[src/rtl/polar_seq_ctrl.sv]
// Cartesian-to-polar sequencer: one shared iterative datapath computes the exact
// floor(sqrt(x^2 + y^2)), saturated to 8 bits, and then floor(x/y) for one operand pair.
module polar_seq_ctrl #(
    parameter logic [7:0] DIV_ZERO_VAL = 8'd90,
    parameter logic [8:0] R_SAT        = 9'd255
) (
    input  logic       clk,
    input  logic       rst_n,
    input  logic       ena,
    input  logic       in_valid,
    output logic       in_ready,
    input  logic [7:0] x,
    input  logic [7:0] y,
    output logic       out_valid,
    input  logic       out_ready,
    output logic [7:0] r,
    output logic [7:0] q,
    output logic       busy,
    output logic [7:0] ops
);

    localparam logic [2:0] IDLE = 3'd0;
    localparam logic [2:0] SQ   = 3'd1;
    localparam logic [2:0] SQRT = 3'd2;
    localparam logic [2:0] DIV  = 3'd3;
    localparam logic [2:0] DONE = 3'd4;

    logic [2:0]  state;
    logic [7:0]  xa, ya;
    logic [17:0] sum_sh;   // radicand, consumed two bits per iteration from the top
    logic [9:0]  srem;
    logic [8:0]  root;
    logic [3:0]  iter;
    logic [7:0]  drem;
    logic [7:0]  dvd;      // dividend shifts out at the top while quotient bits shift in

    logic [16:0] sum_c;
    logic [11:0] s_rem_sh, s_trial;
    logic        s_ge;
    logic [8:0]  d_rem_sh;
    logic        d_ge;
    logic [7:0]  r_sat;

    // NOTE: every signal written here gets a default first so no latch is inferred.
    always_comb begin
        sum_c    = 17'd0;
        s_rem_sh = 12'd0;
        s_trial  = 12'd0;
        s_ge     = 1'b0;
        d_rem_sh = 9'd0;
        d_ge     = 1'b0;
        r_sat    = 8'd0;

        sum_c    = {9'd0, xa} * {9'd0, xa} + {9'd0, ya} * {9'd0, ya};
        s_rem_sh = {srem, sum_sh[17:16]};
        s_trial  = {1'b0, root, 2'b01};
        s_ge     = (s_rem_sh >= s_trial);
        d_rem_sh = {drem, dvd[7]};
        d_ge     = (d_rem_sh >= {1'b0, ya});
        r_sat    = (root > R_SAT) ? R_SAT[7:0] : root[7:0];
    end

    assign in_ready  = ena && (state == IDLE);
    assign out_valid = (state == DONE);
    assign busy      = (state != IDLE);

    // NOTE: sequential state uses non-blocking assignments so every register samples pre-edge values.
    always_ff @(posedge clk or negedge rst_n) begin
        if (!rst_n) begin
            state  <= IDLE;
            xa     <= '0;
            ya     <= '0;
            sum_sh <= '0;
            srem   <= '0;
            root   <= '0;
            iter   <= '0;
            drem   <= '0;
            dvd    <= '0;
            r      <= '0;
            q      <= '0;
            ops    <= '0;
        end else if (ena) begin
            case (state)
                IDLE: begin
                    if (in_valid) begin
                        xa    <= x;
                        ya    <= y;
                        state <= SQ;
                    end
                end
                SQ: begin
                    sum_sh <= {1'b0, sum_c};
                    srem   <= '0;
                    root   <= '0;
                    iter   <= '0;
                    state  <= SQRT;
                end
                SQRT: begin
                    // A failed trial leaves the shifted remainder below the trial, so it fits in 10 bits.
                    if (s_ge) begin
                        srem <= 10'(s_rem_sh - s_trial);
                        root <= {root[7:0], 1'b1};
                    end else begin
                        srem <= s_rem_sh[9:0];
                        root <= {root[7:0], 1'b0};
                    end
                    sum_sh <= {sum_sh[15:0], 2'b00};
                    if (iter == 4'd8) begin
                        iter  <= '0;
                        drem  <= '0;
                        dvd   <= xa;
                        state <= DIV;
                    end else begin
                        iter <= iter + 4'd1;
                    end
                end
                DIV: begin
                    if (ya == 8'd0) begin
                        r     <= r_sat;
                        q     <= DIV_ZERO_VAL;
                        state <= DONE;
                    end else begin
                        drem <= d_ge ? 8'(d_rem_sh - {1'b0, ya}) : d_rem_sh[7:0];
                        dvd  <= {dvd[6:0], d_ge};
                        if (iter == 4'd7) begin
                            r     <= r_sat;
                            q     <= {dvd[6:0], d_ge};
                            iter  <= '0;
                            state <= DONE;
                        end else begin
                            iter <= iter + 4'd1;
                        end
                    end
                end
                DONE: begin
                    if (out_ready) begin
                        ops   <= ops + 8'd1;
                        state <= IDLE;
                    end
                end
                default: state <= IDLE;
            endcase
        end
    end

endmodule

[config.mk]
export PLATFORM = sky130hd
export DESIGN_NAME = polar_seq_ctrl
export DESIGN_NICKNAME = d
export VERILOG_FILES = /design/src/rtl/polar_seq_ctrl.sv
export SDC_FILE = /design/constraint.sdc
export NUM_CORES = 1
export LEC_CHECK = 0
export CAP_MARGIN = 20
export CORE_MARGIN = 2
export CORE_UTILIZATION = 30
export CTS_CLUSTER_SIZE = 16
export DETAILED_ROUTE_END_ITERATION = 12
export SETUP_SLACK_MARGIN = 0.15
export SLEW_MARGIN = 20
export SYNTH_ARGS = -nofsm -noshare
export SYNTH_HDL_FRONTEND = slang
export SYNTH_SLANG_ARGS = --single-unit
[constraint.sdc]
create_clock -name clk -period 5.4 [get_ports clk]
set_clock_uncertainty 0.2 [all_clocks]
set_input_delay 0.81 -clock clk [delete_from_list [all_inputs] [get_ports clk]]
set_output_delay 0.81 -clock clk [all_outputs]
set_load 0.1 [all_outputs]
==> results_dict.tcl <==
set metrics [dict create \
    status "finished with violations" \
    violations "negative setup slack" \
    drtIter0Drc 453 \
    grt_pass1_wl_um 33710 \
    routabilityCongestion 0.8497 \
    hp-class "flop to flop" \
    netlist_top_cells_count "inv_1, nand2_1, dfrtp_1, ha_1, fa_1" \
    synth_cell_types 53 \
    vias 6612 \
    maxCapViolations 0 \
    syn_inst 908 \
    finalCritPeriodShare 1.052 \
    areaGrowthSynthToFinish_pct 26.67 \
    antenna_left 0 \
    syn_area_sq_um 8579 \
    fin_ws_ns -0.2791 \
    start_util 0.3071 \
    cp.required_ns 5.42 \
    die_w_um 173.1 \
    cts_tree "yes" \
    yosysTopAreaCellShare 0.2917 \
    grt_usage 0.1370 \
    ctsRootBufferMaster "clkbuf_16" \
    synth_edf_count 0 \
    route.detailed.drc 0 \
    endpoint_kind "flop" \
    slew_headroom 0.2869 \
    nets 1215 \
    fmax_mhz 176.1 \
    crit_fanout 6 \
    dieArea_sq_um 29970 \
    slew_viol_final 0 \
    ys_seq_area_frac 0.2917 \
    fin_util 0.3891 \
    r2r_cells 20 \
    die_y_um 173.1 \
    n_antenna_cell 0 \
    grt_max_degree 67 \
    holdPathStages 2 \
    port_buffers 47 \
    antenna_found_initial 0 \
    overflow 0 \
    final.min_clock_period_ns 5.679 \
    cts-buffers-inserted 9 \
    routedWlPerCell_um 13.85 \
    async_flop_share 1.000 \
    row_count 61 \
    cts.htree.levels 3 \
    clock_path_buffers 2 \
    io_pins 48 \
    synth_nets 1086 \
    ys_seq_elements 100 \
    setup_viol 9 \
    worstMarginPinSlew_ns 1.070 \
    clkTransAtPathRegs_ns 0.08 \
    hpwl_um 15420 \
    clock_sinks 100 \
    synth_most_common_cell "inv_1" \
    rsz0062_at_grt "yes" \
    ys_warn_count 0 \
    crit_arrival_ns 5.70 \
    avgViaCountPerCell 4.656 \
    core-area_sq_um 27930 \
    postSynthAreaPerCell_sq_um 9.449 \
    final_layout_size_suffix_gt1_frac 0.2236 \
    wl_um 19670 \
    hold_viol_final 0 \
    first_global_vias 6854 \
    crit_path_start_kind "flop" \
    hold_buffers 0 \
    yosysTopAreaCell "dfrtp_1" \
    clk_latency_ns 0.36 \
    dr.pass1.iters 4 \
    synth_area_leaders "dfrtp_1, fa_1, ha_1" \
    synth_ff_type "dfrtp_1" \
    worstSetupPathType "flop to flop" \
]
-- layout by cell type (no fill, tap or decap), drive strengths merged, types with 18 or more instances in the layout --
cell type / instances
nor2: 50
clkdlybuf4s50: 46
o21ai: 63
nand2: 115
inv: 126
and2: 24
a21oi: 33
buf: 106
dfrtp: 100
mux2: 19
mux2i: 21
fa: 77
ha: 80
xor2: 18
-- critical path, cell delays in order, from the launching register on --
cell and delay, ns:
dfrtp_2 0.48, and2_4 0.18, fa_2 0.54, inv_2 0.04
fa_2 0.56, inv_2 0.04, fa_1 0.50, fa_2 0.45
fa_1 0.49, inv_1 0.05, fa_1 0.51, inv_2 0.05
ha_4 0.15, a211oi_2 0.22, o21bai_1 0.10, a21o_1 0.16
a221o_1 0.33, buf_4 0.15, xor2_1 0.13, mux2i_1 0.14
o21ai_1 0.07
-- sequential cells by signal, indices dropped and copies added (netlist names), 8 cells and up --
name	flops
sum_sh	18
srem	10
root	9
drem	8
dvd	8
ops	8
q	8
r	8
xa	8
ya	8
-- final timing paths --
path | start | to | slack, ns
hold / removal | q[7]$_DFFE_PN0P_ | q[7]$_DFFE_PN0P_ | 0.27
setup / recovery | xa[3]$_DFFE_PN0P_ | sum_sh[14]$_DFFE_PN0P_ | -0.28
max in group asynchronous | rst_n | xa[7]$_DFFE_PN0P_ | 3.59
setup reg to reg | xa[3]$_DFFE_PN0P_ | sum_sh[14]$_DFFE_PN0P_ | -0.28
hold reg to reg | q[7]$_DFFE_PN0P_ | q[7]$_DFFE_PN0P_ | 0.27
min in group asynchronous | rst_n | sum_sh[10]$_DFFE_PN0P_ | 0.40
-- final cells by class --
type / count / area (sq um)
fill: 2786 / 17070
multi-input combinational: 648 / 5811
sequential: 100 / 2515
timing repair buffer: 152 / 1297
inverter: 126 / 476.7
tap: 378 / 473.0
clock buffer: 9 / 225.2
clock inverter: 7 / 70.07
-- layer usage --
layer | global-route usage | routed length [um] | vias up
met2 | 0.2287 | 9479 | 102
met3 | 0.02001 | 570 | 17
met4 | 0.03814 | 304 | 0
met1 | 0.1853 | 9317 | 3239
met5 | 0 | 0 | -
li1 | - | - | 3254
-- what timing repair did --
item	in CTS	in global routing
buffers inserted	6	8
gates resized for setup	42	49
pin swaps	30	51
endpoints found under the hold margin	0	0
cloned	0	0
endpoints found under the setup margin	10	10
-- metrics by stage --
| stage | setup slack (ns) | instances | setup TNS (ns) | instance area, sq um | hold WS, ns |
|---|---|---|---|---|---|
| after detailed placement | -0.4118 | 1390 | -2.014 | 10170 | 0.2602 |
| after global routing | -0.5292 | 1420 | -2.795 | 10870 | 0.2998 |
| final | -0.2791 | 1420 | -1.001 | 10870 | 0.2711 |
| after global placement | -0.3591 | 1390 | -1.623 | 10170 | 0.2597 |
| after floorplan | -0.2019 | 908 | -0.2446 | 8733 | 0.2470 |
| after CTS | -0.3180 | 1412 | -0.8858 | 10650 | 0.2774 |
-- logic make-up (layout without fill, tap and decap cells) --
family,after synthesis,after routing,synth area share
XOR/XNOR,34,34,0.03471
adder cells (fa/ha/maj),157,157,0.2963
multiplexers,40,40,0.04944
AO/OA/AOI/OAI,174,174,0.1285
AND/OR/NAND/NOR,243,243,0.1280
buffers and inverters,160,294,0.07131
flip-flops,100,100,0.2917
Power is not shown: default switching activity piles up to over one toggle a cycle in this logic, so the estimate is an artifact.
